## config.mk

```make
export PLATFORM = sky130hd
export DESIGN_NAME = hm_sched
export DESIGN_NICKNAME = d
export VERILOG_FILES = /design/src/rtl/hm_sched_pkg.sv /design/src/rtl/hm_rr_pick.sv /design/src/rtl/hm_sched.sv
export SDC_FILE = /design/constraint.sdc
export NUM_CORES = 1
export LEC_CHECK = 0
export BUFFER_PORTS_ARGS = -buffer_cell sky130_fd_sc_hd__buf_2
export CAP_MARGIN = 20
export CELL_PAD_IN_SITES_DETAIL_PLACEMENT = 0
export CELL_PAD_IN_SITES_GLOBAL_PLACEMENT = 1
export CORE_MARGIN = 5
export CORE_UTILIZATION = 31
export DETAILED_ROUTE_END_ITERATION = 10
export PLACE_DENSITY_LB_ADDON = 0.08
export SLEW_MARGIN = 20
export SYNTH_ARGS = -nofsm -noshare
export SYNTH_HDL_FRONTEND = slang
export SYNTH_SLANG_ARGS = --single-unit
export TNS_END_PERCENT = 10
```

## constraint.sdc

```tcl
create_clock -name sys_clk -period 4.2 [get_ports sys_clk]
set_input_delay 0.63 -clock sys_clk [delete_from_list [all_inputs] [get_ports sys_clk]]
set_output_delay 0.63 -clock sys_clk [all_outputs]
set_load 0.02 [all_outputs]
```

## src/rtl/hm_sched_pkg.sv

```systemverilog
// ---------------------------------------------------------------------------
// hm_sched_pkg
// Shared definitions for the page-read scheduler:
//   - hm_state_t       : scheduler state encoding (IDLE/START/WAIT/HOLDOFF)
//   - default MAX_RETRY and WDOG_CYCLES values
//   - common widths (address, owner index, watchdog, statistics)
//   - hm_sat_inc       : saturating increment for the retry statistic
// ---------------------------------------------------------------------------
package hm_sched_pkg;

    typedef enum logic [1:0] {
        HM_SCHED_IDLE    = 2'd0,
        HM_SCHED_START   = 2'd1,
        HM_SCHED_WAIT    = 2'd2,
        HM_SCHED_HOLDOFF = 2'd3
    } hm_state_t;

    localparam int HM_MAX_RETRY_DEFAULT   = 3;
    localparam int HM_WDOG_CYCLES_DEFAULT = 65535;

    localparam int HM_ADDR_W  = 64;
    // Owner/grant index width; also bounds the requester count to 8.
    localparam int HM_IDX_W   = 3;
    localparam int HM_IDX_N   = 8;
    localparam int HM_WDOG_W  = 16;
    localparam int HM_STAT_W  = 8;
    localparam int HM_RETRY_W = 8;

    function automatic logic [HM_STAT_W-1:0] hm_sat_inc(input logic [HM_STAT_W-1:0] v);
        return (v == {HM_STAT_W{1'b1}}) ? v : v + HM_STAT_W'(1);
    endfunction

endpackage

```

## src/rtl/hm_rr_pick.sv

```systemverilog
// ---------------------------------------------------------------------------
// hm_rr_pick
// Combinational round-robin selector. Searches req_valid starting at
// (last_grant + 1) mod NREQ, upward with wrap, and returns the first
// requester found.
// Ports:
//   req_valid  in  NREQ  pending requests
//   last_grant in  3     index of the most recently served requester
//   winner     out 3     selected requester index (0 when none)
//   win_valid  out 1     at least one request is pending
// ---------------------------------------------------------------------------
module hm_rr_pick
    import hm_sched_pkg::*;
#(
    parameter int NREQ = 4
) (
    input  logic [NREQ-1:0]     req_valid,
    input  logic [HM_IDX_W-1:0] last_grant,
    output logic [HM_IDX_W-1:0] winner,
    output logic                win_valid
);

    localparam int SUM_W = HM_IDX_W + 1;

    // Padded to the full index range so a 3-bit index selects exactly.
    logic [HM_IDX_N-1:0] req_pad;
    logic [HM_IDX_W-1:0] cand_idx [NREQ];
    logic [NREQ-1:0]     cand_hit;

    assign req_pad = HM_IDX_N'(req_valid);

    // Candidate gi is the requester gi+1 places after last_grant. Since
    // last_grant < NREQ and gi+1 <= NREQ, one conditional subtract is a
    // complete modulo.
    generate
        for (genvar gi = 0; gi < NREQ; gi++) begin : g_cand
            logic [SUM_W-1:0] sum;
            assign sum = {1'b0, last_grant} + SUM_W'(gi + 1);
            assign cand_idx[gi] = (sum >= SUM_W'(NREQ)) ? HM_IDX_W'(sum - SUM_W'(NREQ))
                                                        : sum[HM_IDX_W-1:0];
            assign cand_hit[gi] = req_pad[cand_idx[gi]];
        end
    endgenerate

    // Walk from the farthest candidate to the nearest so the nearest wins.
    always_comb begin
        winner    = '0;
        win_valid = 1'b0;
        for (int k = NREQ - 1; k >= 0; k--) begin
            if (cand_hit[k]) begin
                winner    = cand_idx[k];
                win_valid = 1'b1;
            end
        end
    end

endmodule

```

## src/rtl/hm_sched.sv

```systemverilog
// ---------------------------------------------------------------------------
// hm_sched
// Arbitrates page-read requests from NREQ requesters onto a single page
// reader, with round-robin fairness, timeout retries and a local watchdog.
// Ports:
//   sys_clk, sys_rst   clock, synchronous active-high reset
//   en                 gates new grants only
//   req_valid/req_addr requester handshake (addr i at bits [64i+63:64i])
//   req_ready          one-cycle accept pulse to the granted requester
//   rsp_done/rsp_err   one-cycle completion / failure pulse per requester
//   hm_start           one-cycle start pulse to the page reader
//   hm_page_addr       page address, stable from grant to completion
//   hm_end             page-reader completion pulse
//   hm_timeout         page-reader timeout (level)
//   hm_error           page-reader error / link down (level)
//   busy               any state other than IDLE
//   owner              current or last granted requester
//   stat_retry         saturating retry count since reset
// ---------------------------------------------------------------------------
module hm_sched
    import hm_sched_pkg::*;
#(
    parameter int NREQ        = 4,
    parameter int MAX_RETRY   = HM_MAX_RETRY_DEFAULT,
    parameter int WDOG_CYCLES = HM_WDOG_CYCLES_DEFAULT
) (
    input  logic                      sys_clk,
    input  logic                      sys_rst,
    input  logic                      en,
    input  logic [NREQ-1:0]           req_valid,
    input  logic [NREQ*HM_ADDR_W-1:0] req_addr,
    output logic [NREQ-1:0]           req_ready,
    output logic [NREQ-1:0]           rsp_done,
    output logic [NREQ-1:0]           rsp_err,
    output logic                      hm_start,
    output logic [HM_ADDR_W-1:0]      hm_page_addr,
    input  logic                      hm_end,
    input  logic                      hm_timeout,
    input  logic                      hm_error,
    output logic                      busy,
    output logic [HM_IDX_W-1:0]       owner,
    output logic [HM_STAT_W-1:0]      stat_retry
);

    localparam logic [NREQ-1:0]       ONE_HOT     = NREQ'(1);
    localparam logic [HM_RETRY_W-1:0] RETRY_LIMIT = HM_RETRY_W'(MAX_RETRY);
    localparam logic [HM_WDOG_W:0]    WDOG_LIMIT  = (HM_WDOG_W + 1)'(WDOG_CYCLES);

    hm_state_t              state_reg,      state_next;
    logic [HM_IDX_W-1:0]    last_grant_reg, last_grant_next;
    logic [HM_IDX_W-1:0]    owner_reg,      owner_next;
    logic [HM_ADDR_W-1:0]   addr_reg,       addr_next;
    logic [HM_RETRY_W-1:0]  retry_reg,      retry_next;
    logic [HM_STAT_W-1:0]   stat_reg,       stat_next;
    logic [HM_WDOG_W-1:0]   wdog_reg,       wdog_next;
    logic [NREQ-1:0]        req_ready_reg,  req_ready_next;
    logic [NREQ-1:0]        rsp_done_reg,   rsp_done_next;
    logic [NREQ-1:0]        rsp_err_reg,    rsp_err_next;
    logic                   hm_start_reg,   hm_start_next;

    logic [HM_IDX_W-1:0]    winner;
    logic                   win_valid;
    logic                   wdog_hit;
    logic [HM_ADDR_W-1:0]   addr_table [HM_IDX_N];

    hm_rr_pick #(
        .NREQ (NREQ)
    ) u_rr_pick (
        .req_valid  (req_valid),
        .last_grant (last_grant_reg),
        .winner     (winner),
        .win_valid  (win_valid)
    );

    // Address slices padded to the full index range; unused slots read zero.
    generate
        for (genvar gi = 0; gi < HM_IDX_N; gi++) begin : g_addr
            if (gi < NREQ) begin : g_used
                assign addr_table[gi] = req_addr[HM_ADDR_W*gi +: HM_ADDR_W];
            end else begin : g_pad
                assign addr_table[gi] = '0;
            end
        end
    endgenerate

    // The watchdog expires on the WAIT cycle whose increment would reach
    // WDOG_CYCLES, i.e. after WDOG_CYCLES cycles spent in WAIT.
    assign wdog_hit = ({1'b0, wdog_reg} + (HM_WDOG_W + 1)'(1)) >= WDOG_LIMIT;

    always_comb begin
        state_next      = state_reg;
        last_grant_next = last_grant_reg;
        owner_next      = owner_reg;
        addr_next       = addr_reg;
        retry_next      = retry_reg;
        stat_next       = stat_reg;
        wdog_next       = wdog_reg;
        req_ready_next  = '0;
        rsp_done_next   = '0;
        rsp_err_next    = '0;
        hm_start_next   = 1'b0;

        unique case (state_reg)
            HM_SCHED_IDLE: begin
                // A downed link blocks grants; requests simply stay pending.
                if (en && !hm_error && win_valid) begin
                    req_ready_next = ONE_HOT << winner;
                    addr_next      = addr_table[winner];
                    owner_next     = winner;
                    retry_next     = '0;
                    wdog_next      = '0;
                    state_next     = HM_SCHED_START;
                end
            end

            HM_SCHED_START: begin
                hm_start_next = 1'b1;
                state_next    = HM_SCHED_WAIT;
            end

            HM_SCHED_WAIT: begin
                wdog_next = wdog_reg + HM_WDOG_W'(1);
                if (hm_end) begin
                    rsp_done_next   = ONE_HOT << owner_reg;
                    last_grant_next = owner_reg;
                    state_next      = HM_SCHED_IDLE;
                end else if (hm_error) begin
                    rsp_err_next    = ONE_HOT << owner_reg;
                    last_grant_next = owner_reg;
                    state_next      = HM_SCHED_IDLE;
                end else if (hm_timeout || wdog_hit) begin
                    if (retry_reg < RETRY_LIMIT) begin
                        retry_next = retry_reg + HM_RETRY_W'(1);
                        stat_next  = hm_sat_inc(stat_reg);
                        state_next = HM_SCHED_HOLDOFF;
                    end else begin
                        // Failed requesters still advance the pointer so
                        // they cannot monopolise the reader.
                        rsp_err_next    = ONE_HOT << owner_reg;
                        last_grant_next = owner_reg;
                        state_next      = HM_SCHED_IDLE;
                    end
                end
            end

            HM_SCHED_HOLDOFF: begin
                // Re-issue only once the reader has dropped its timeout.
                if (!hm_timeout) begin
                    wdog_next  = '0;
                    state_next = HM_SCHED_START;
                end
            end

            default: begin
                state_next = HM_SCHED_IDLE;
            end
        endcase
    end

    always_ff @(posedge sys_clk) begin
        if (sys_rst) begin
            state_reg      <= HM_SCHED_IDLE;
            last_grant_reg <= HM_IDX_W'(NREQ - 1);
            owner_reg      <= '0;
            addr_reg       <= '0;
            retry_reg      <= '0;
            stat_reg       <= '0;
            wdog_reg       <= '0;
            req_ready_reg  <= '0;
            rsp_done_reg   <= '0;
            rsp_err_reg    <= '0;
            hm_start_reg   <= 1'b0;
        end else begin
            state_reg      <= state_next;
            last_grant_reg <= last_grant_next;
            owner_reg      <= owner_next;
            addr_reg       <= addr_next;
            retry_reg      <= retry_next;
            stat_reg       <= stat_next;
            wdog_reg       <= wdog_next;
            req_ready_reg  <= req_ready_next;
            rsp_done_reg   <= rsp_done_next;
            rsp_err_reg    <= rsp_err_next;
            hm_start_reg   <= hm_start_next;
        end
    end

    assign req_ready    = req_ready_reg;
    assign rsp_done     = rsp_done_reg;
    assign rsp_err      = rsp_err_reg;
    assign hm_start     = hm_start_reg;
    assign hm_page_addr = addr_reg;
    assign owner        = owner_reg;
    assign stat_retry   = stat_reg;
    assign busy         = (state_reg != HM_SCHED_IDLE);

endmodule

```

==> flow_summary.json, run 1 <==
{
  "initial_utilization_pct": 31.6,
  "totalNegativeSetupSlack_ns": 0,
  "ctsHtreeMaxLevel": 4,
  "timing.critical_path.from_type": "register",
  "r2r-start": "last_grant_reg[1]$_SDFFE_PP1P_",
  "critPathMaxFanout": 21,
  "antenna_found_initial": 4,
  "cts.clk_slew.worst_paths_ns": 0.06,
  "outcome": "finished clean",
  "synthArstFlopShare_pct": 0,
  "p_sw_share_pct": 33.4,
  "drt-vias-per-instance": 5.08,
  "final_min_period_over_clock_period_pct": 83.6,
  "cell_count_after_synthesis": 852,
  "netlist_area_sq_um": 6670,
  "synth_area_leader_cell": "sky130_fd_sc_hd__dfxtp_1",
  "largest_net_degree_at_the_start_of_global_routing": 76,
  "number_of_core_rows": 53,
  "groute.usage.overall_pct": 20.7,
  "setup_violations": 0,
  "layout-drive-gt1-share_pct": 36.2,
  "reg2reg_depth": 10,
  "detail_route.first_pass.iterations": 4,
  "flip_flop_count_of_the_largest_register_after_layout": 64,
  "cts_hold_bufs": 0,
  "net_switching_component_of_the_power_uw": 1310,
  "tightestPinTransition_ns": 0.696,
  "area_fraction_of_the_dominant_cell_type_after_synthesis_pct": 35.1,
  "detailroute.via_count": 7480,
  "worst-endpoint-arrival_ns": 3.81,
  "grt_pass1_vias": 7151,
  "dieWidth_um": 157,
  "final-max-slew-violation-count": 0,
  "postRouteAntennaNets": 0,
  "maxSlewHeadroom_pct": 53.5,
  "placeableCoreArea_sq_um": 21100,
  "clock_power_share_pct": 39.0,
  "drt_first_iter_violations": 552,
  "clock_insertion_delay_worst_skew_ns": 0.42,
  "min-delay-path-class": "in2reg",
  "irDropWorstVdd_uv": 293,
  "grt_setup_unrepaired": "no",
  "max_cap_violations": 0,
  "cts_inserted_buffers": 17,
  "dieHeight_um": 157,
  "grt_pass1_wl_um": 39900,
  "commonest_cells_after_routing_fill_and_taps_aside": "354 x sky130_fd_sc_hd__buf_2, 191 x sky130_fd_sc_hd__nand2_1, 117 x sky130_fd_sc_hd__dfxtp_1, 107 x sky130_fd_sc_hd__a21oi_1, 45 x sky130_fd_sc_hd__a211o_1",
  "leakagePower_uw": 0.00473,
  "worst_hold_path.endpoint": "hm_page_addr[9]$_SDFFE_PP0N_",
  "final_net_count": 1457,
  "clock_path_buffers": 2,
  "clock_tree.root_cell": "sky130_fd_sc_hd__clkbuf_16",
  "fmax_mhz": 285,
  "routed_wire_length_per_instance_um": 18.7,
  "postCtsSetupBuffers": 0,
  "most_frequent_standard_cell_in_the_layout_excluding_fill_and_tap_cells": "sky130_fd_sc_hd__buf_2",
  "path_class": "reg2reg",
  "avgSynthCellArea_sq_um": 7.83,
  "port_buffers": 354,
  "synth-seq-area-share_pct": 35.1,
  "globalRouteOverflowTotal": 0,
  "ioPinCount": 355,
  "number_of_synthesized_flops_with_an_enable_pin": 0,
  "postSynthNetCount": 1128,
  "relative_contribution_of_combinational_cells_to_total_power_pct": 28.1,
  "fin_worst_skew_ns": 0.0113,
  "dp_worst_setup_slack_ns": 0.726,
  "dp_hpwl_um": 21000,
  "r2r_setup_slack_ns": 0.69,
  "hold_violations": 0,
  "remaining_drc_errors": 0,
  "hold-path-cell-count": 2,
  "synth-warning-count": 0,
  "routed_wl_um": 27500,
  "numClockSinks": 117,
  "data_required_time_at_the_worst_endpoint_ns": 4.50,
  "worst_hold_startpoint": "req_addr[9]",
  "critical_path_sink_type": "register",
  "cts_tree": "yes",
  "gpl.final_weighted_congestion": 0.856,
  "power_report.internal_total_uw": 2610,
  "reg2reg_to": "hm_page_addr[50]$_SDFFE_PP0N_",
  "post_cts_resized": 0,
  "synth.ff_latch_count": 117,
  "floorplan.die_area_sq_um": 24600,
  "seq_power_share_pct": 32.9,
  "synth_cell_type_count": 70,
  "synth_ff_type": "sky130_fd_sc_hd__dfxtp_1",
  "flow.area_growth_from_synthesis_pct": 40.1,
  "fin_ws_ns": 0.689,
  "period_minus_slack_ns": 3.51,
  "synth.top_cells.by_area": "sky130_fd_sc_hd__dfxtp_1 35%, sky130_fd_sc_hd__nand2_1 11%, sky130_fd_sc_hd__a21oi_1 8.1%, sky130_fd_sc_hd__a211o_1 5.9%, sky130_fd_sc_hd__mux2i_1 4.8%",
  "powerDensity_nw_per_um2": 419
}
-- cell type report --
cell class / count / area (sq um)
inverter: 31 / 116
fill: 2188 / 11700
clock inverter: 14 / 175
sequential: 117 / 2340
clock buffer: 18 / 439
tap: 275 / 344
antenna: 4 / 10.0
multi-input combinational: 640 / 3930
timing repair buffer: 374 / 1980
-- power by group through the flow --
stage / Sequential [uW] / Clock, uW / Combinational (uW)
after detailed placement: 1310 / 0 / 1120
after global routing: 1300 / 1620 / 1200
after CTS: 1290 / 1560 / 1120
final: 1290 / 1530 / 1100
after floorplan: 1440 / 0 / 535
after global placement: 1310 / 0 / 1120
-- critical path, cell delays in order, from the launching register on --
cell and delay, ns:
sky130_fd_sc_hd__dfxtp_1 0.47, sky130_fd_sc_hd__inv_1 0.14, sky130_fd_sc_hd__ha_1 0.46, sky130_fd_sc_hd__mux2i_1 0.20
sky130_fd_sc_hd__a311oi_1 0.52, sky130_fd_sc_hd__o21ai_0 0.25, sky130_fd_sc_hd__o41ai_4 0.11, sky130_fd_sc_hd__nand2b_2 0.55
sky130_fd_sc_hd__nor2_1 0.08, sky130_fd_sc_hd__buf_4 0.23, sky130_fd_sc_hd__a221o_1 0.36
-- metrics by stage --
step | instances | hold slack [ns] | util [%] | power [uW] | area, sq um
after global routing | 1472 | 0.418 | 44.3 | 4120 | 9340
final | 1473 | 0.434 | 44.3 | 3910 | 9350
after floorplan | 852 | 0.453 | - | 1980 | 6670
after detailed placement | 1437 | 0.444 | 41.4 | 2420 | 8720
after CTS | 1469 | 0.413 | 44.3 | 3970 | 9340
after global placement | 1437 | 0.438 | 41.4 | 2430 | 8720
-- cells in the mapped netlist (all sizes together), types with 4 or more instances --
master,instances
nand2,192
dfxtp,117
a21oi,108
a211o,45
buf,42
nor2,40
mux2i,32
inv,30
a221o,24
clkbuf,22
nor3,16
o21ai,16
o22ai,15
nand3,14
or3,11
ha,10
o2bb2ai,10
nor4,8
nand4,7
and2,6
mux2,6
nor3b,6
a211oi,5
and3,5
nand2b,5
nor2b,5
o31ai,4
or2,4
-- routing by layer --
metal  track usage (%)  share of wire [%]  vias up
met5                 0              0.025        -
met4              6.90                1.5        2
met3              5.37                7.2       23
met2              34.4                 49      276
met1              26.2                 42     3441
li1                  -                  -     3738
-- cell families after synthesis --
| family | count (synthesis) | synth area share [%] |
|---|---|---|
| adder cells (fa/ha/maj) | 10 | 1.88 |
| AND/OR/NAND/NOR | 332 | 23.0 |
| buffers and inverters | 95 | 6.60 |
| flip-flops | 117 | 35.1 |
| XOR/XNOR | 3 | 0.394 |
| multiplexers | 39 | 6.15 |
| AO/OA/AOI/OAI | 256 | 26.9 |
-- worst max path at each step --
stage	startpoint	end	slack, ns	cells past startpoint
6_report	last_grant_reg[1]$_SDFFE_PP1P_	hm_page_addr[50]$_SDFFE_PP0N_	0.69	10
4_1_cts	last_grant_reg[1]$_SDFFE_PP1P_	hm_page_addr[50]$_SDFFE_PP0N_	0.70	10
5_1_grt	last_grant_reg[1]$_SDFFE_PP1P_	hm_page_addr[4]$_SDFFE_PP0N_	0.46	11
3_5_place_dp	last_grant_reg[1]$_SDFFE_PP1P_	hm_page_addr[50]$_SDFFE_PP0N_	0.73	10
3_3_place_gp	last_grant_reg[1]$_SDFFE_PP1P_	hm_page_addr[0]$_SDFFE_PP0N_	0.80	10
2_1_floorplan	last_grant_reg[0]$_SDFFE_PP1P_	hm_page_addr[0]$_SDFFE_PP0N_	1.23	13
(Power assumes the default switching activity.)
==> run 2, diff against run 1 <==
clock period = 3.25 ns   (was 4.2 ns; I/O delays follow)
==> run 2 against run 1 <==
Largest power group unchanged. Global-route usage rose by 0.25 points. Largest cell class unchanged. Non-clock buffer count increased by 13. Cell count up 0.81%. Core utilization up 0.69 points. Total power rose by 34%. Count of clock-buffer cells in the layout is the same.
==> flow_summary.json, run 2 (same netlist as run 1, synthesis figures left out) <==
{
  "outcome": "finished clean",
  "finalInstanceArea_sq_um": 9490,
  "drt_first_iter_violations": 607,
  "gpl.final_weighted_congestion": 0.844,
  "routed_wl_um": 27500,
  "grt_pass1_vias": 7224,
  "path_class": "reg2reg",
  "initial_utilization_pct": 31.6,
  "clock_path_buffers": 2,
  "final_min_period_over_clock_period_pct": 92.8,
  "placeableCoreArea_sq_um": 21100,
  "number_of_core_rows": 53,
  "relative_contribution_of_combinational_cells_to_total_power_pct": 27.4,
  "totalNegativeSetupSlack_ns": 0,
  "final-max-slew-violation-count": 0,
  "ioPinCount": 355,
  "setup_violations": 0,
  "dp_hpwl_um": 21300,
  "maxSlewHeadroom_pct": 62.9,
  "cts_hold_bufs": 0,
  "flip_flop_count_of_the_largest_register_after_layout": 64,
  "routed_wire_length_per_instance_um": 18.5,
  "clock_power_share_pct": 40.9,
  "placement.cell_area_sq_um": 8800,
  "filler_cell_count": 2208,
  "clock_insertion_delay_worst_skew_ns": 0.42,
  "critical_path_sink_type": "register",
  "irDropWorstVdd_uv": 368,
  "powerDensity_nw_per_um2": 553,
  "fmax_mhz": 332,
  "floorplan.die_area_sq_um": 24600,
  "dieHeight_um": 157,
  "dieWidth_um": 157,
  "hold_violations": 0,
  "leakagePower_uw": 0.00482,
  "min-delay-path-class": "in2reg",
  "tightestPinTransition_ns": 0.549,
  "groute.usage.overall_pct": 21.0,
  "p_sw_share_pct": 32.5,
  "max_cap_violations": 0,
  "final_net_count": 1470,
  "seq_power_share_pct": 31.7,
  "port_buffers": 354,
  "flow.area_growth_from_synthesis_pct": 42.3,
  "detail_route.first_pass.iterations": 5,
  "timing.critical_path.from_type": "register",
  "clock_tree.root_cell": "sky130_fd_sc_hd__clkbuf_16",
  "net_switching_component_of_the_power_uw": 1710,
  "cts_tree": "yes",
  "drt-vias-per-instance": 5.02,
  "r2r_setup_slack_ns": 0.23,
  "grt_pass1_wl_um": 40400,
  "ctsHtreeMaxLevel": 4,
  "postRouteAntennaNets": 0,
  "fin_worst_skew_ns": 0.00898,
  "data_required_time_at_the_worst_endpoint_ns": 3.60,
  "remaining_drc_errors": 0,
  "period_minus_slack_ns": 3.02,
  "numClockSinks": 117,
  "most_frequent_standard_cell_in_the_layout_excluding_fill_and_tap_cells": "sky130_fd_sc_hd__buf_2",
  "grt_setup_unrepaired": "no",
  "worst-endpoint-arrival_ns": 3.37,
  "globalRouteOverflowTotal": 0,
  "layout-drive-gt1-share_pct": 37.0,
  "antenna_found_initial": 4,
  "cts.clk_slew.worst_paths_ns": 0.06,
  "power_report.internal_total_uw": 3550,
  "commonest_cells_after_routing_fill_and_taps_aside": "354 x sky130_fd_sc_hd__buf_2, 191 x sky130_fd_sc_hd__nand2_1, 117 x sky130_fd_sc_hd__dfxtp_1, 107 x sky130_fd_sc_hd__a21oi_1, 45 x sky130_fd_sc_hd__a211o_1",
  "cts_inserted_buffers": 17,
  "detailroute.via_count": 7452,
  "critPathMaxFanout": 12,
  "largest_net_degree_at_the_start_of_global_routing": 54
}
==> run 2: cell count changes in the layout (fill, tap and decap cells not counted) <==
cell	before	now
sky130_fd_sc_hd__diode_2	4	3
sky130_fd_sc_hd__ha_2	0	1
sky130_fd_sc_hd__buf_4	15	28
sky130_fd_sc_hd__clkinv_4	3	4
sky130_fd_sc_hd__bufinv_16	3	5
sky130_fd_sc_hd__clkinvlp_4	3	1
sky130_fd_sc_hd__ha_1	10	9
sky130_fd_sc_hd__clkinv_2	2	1
==> run 2: cell type report <==
class	instances	area (sq um)	area share [%]
flip-flops and latches	117	2340	24.7
clock inverters	14	224	2.36
clock buffers	18	439	4.63
well taps	275	344	3.63
inverters	31	116	1.23
repair buffers	387	2080	21.9
multi-input cells	640	3940	41.5
diodes	3	7.51	0.0791
==> run 2: worst max-delay path, cell delays in order, from the launching register on <==
cell and delay [ns]:
sky130_fd_sc_hd__dfxtp_1 0.37, sky130_fd_sc_hd__inv_1 0.10, sky130_fd_sc_hd__ha_1 0.38, sky130_fd_sc_hd__buf_4 0.18, sky130_fd_sc_hd__mux4_2 0.22, sky130_fd_sc_hd__o311a_1 0.19
sky130_fd_sc_hd__a31oi_2 0.06, sky130_fd_sc_hd__a311o_1 0.40, sky130_fd_sc_hd__or2_1 0.38, sky130_fd_sc_hd__or4_1 0.52, sky130_fd_sc_hd__a21oi_1 0.14
==> run 2: power by group through the flow <==
stage / Combinational, uW / Sequential [uW] / Clock [uW]
finish: 1440 / 1660 / 2150
CTS: 1460 / 1660 / 2200
global placement: 1460 / 1690 / 0
floorplan: 692 / 1860 / 0
global route: 1580 / 1680 / 2250
detailed placement: 1460 / 1690 / 0
==> run 2: final timing paths <==
check | startpoint | to | cells after the start
worst max-delay path | last_grant_reg[0]$_SDFFE_PP1P_ | wdog_reg[13]$_SDFFE_PP0P_ | 10
worst min-delay path | req_addr[126] | hm_page_addr[62]$_SDFFE_PP0N_ | 2
worst max register to register | last_grant_reg[0]$_SDFFE_PP1P_ | wdog_reg[13]$_SDFFE_PP0P_ | 10
worst min register to register | hm_page_addr[12]$_SDFFE_PP0N_ | hm_page_addr[12]$_SDFFE_PP0N_ | 1
==> run 2: what timing repair did <==
| action | 4_1_cts | 5_1_grt |
|---|---|---|
| resized for setup | 0 | 1 |
| cloned | 0 | 0 |
| setup buffers | 2 | 0 |
| pin swaps | 1 | 0 |
| setup endpoints to repair | 28 | 3 |
==> run 2: layer usage <==
metal / track usage [%] / part of all wire [%] / wire length, um / vias to the layer above
met5: 0 / 0.073 / 20 / -
met2: 34.4 / 48 / 13100 / 278
met3: 6.06 / 7.5 / 2050 / 39
met1: 26.7 / 43 / 11700 / 3373
li1: - / - / - / 3760
met4: 6.24 / 2.1 / 575 / 2
==> run 2: through the flow <==
step                      hold WS [ns]  utilization, %  power, uW  worst slack [ns]  cells
final                            0.289            45.0       5250             0.235   1485
after detailed placement         0.445            41.7       3150            -0.112   1448
after global placement           0.437            41.7       3150           -0.0905   1448
after floorplan                  0.453               -       2550             0.281    852
after CTS                        0.269            45.0       5330             0.161   1482
after global routing             0.271            45.0       5520            0.0372   1485
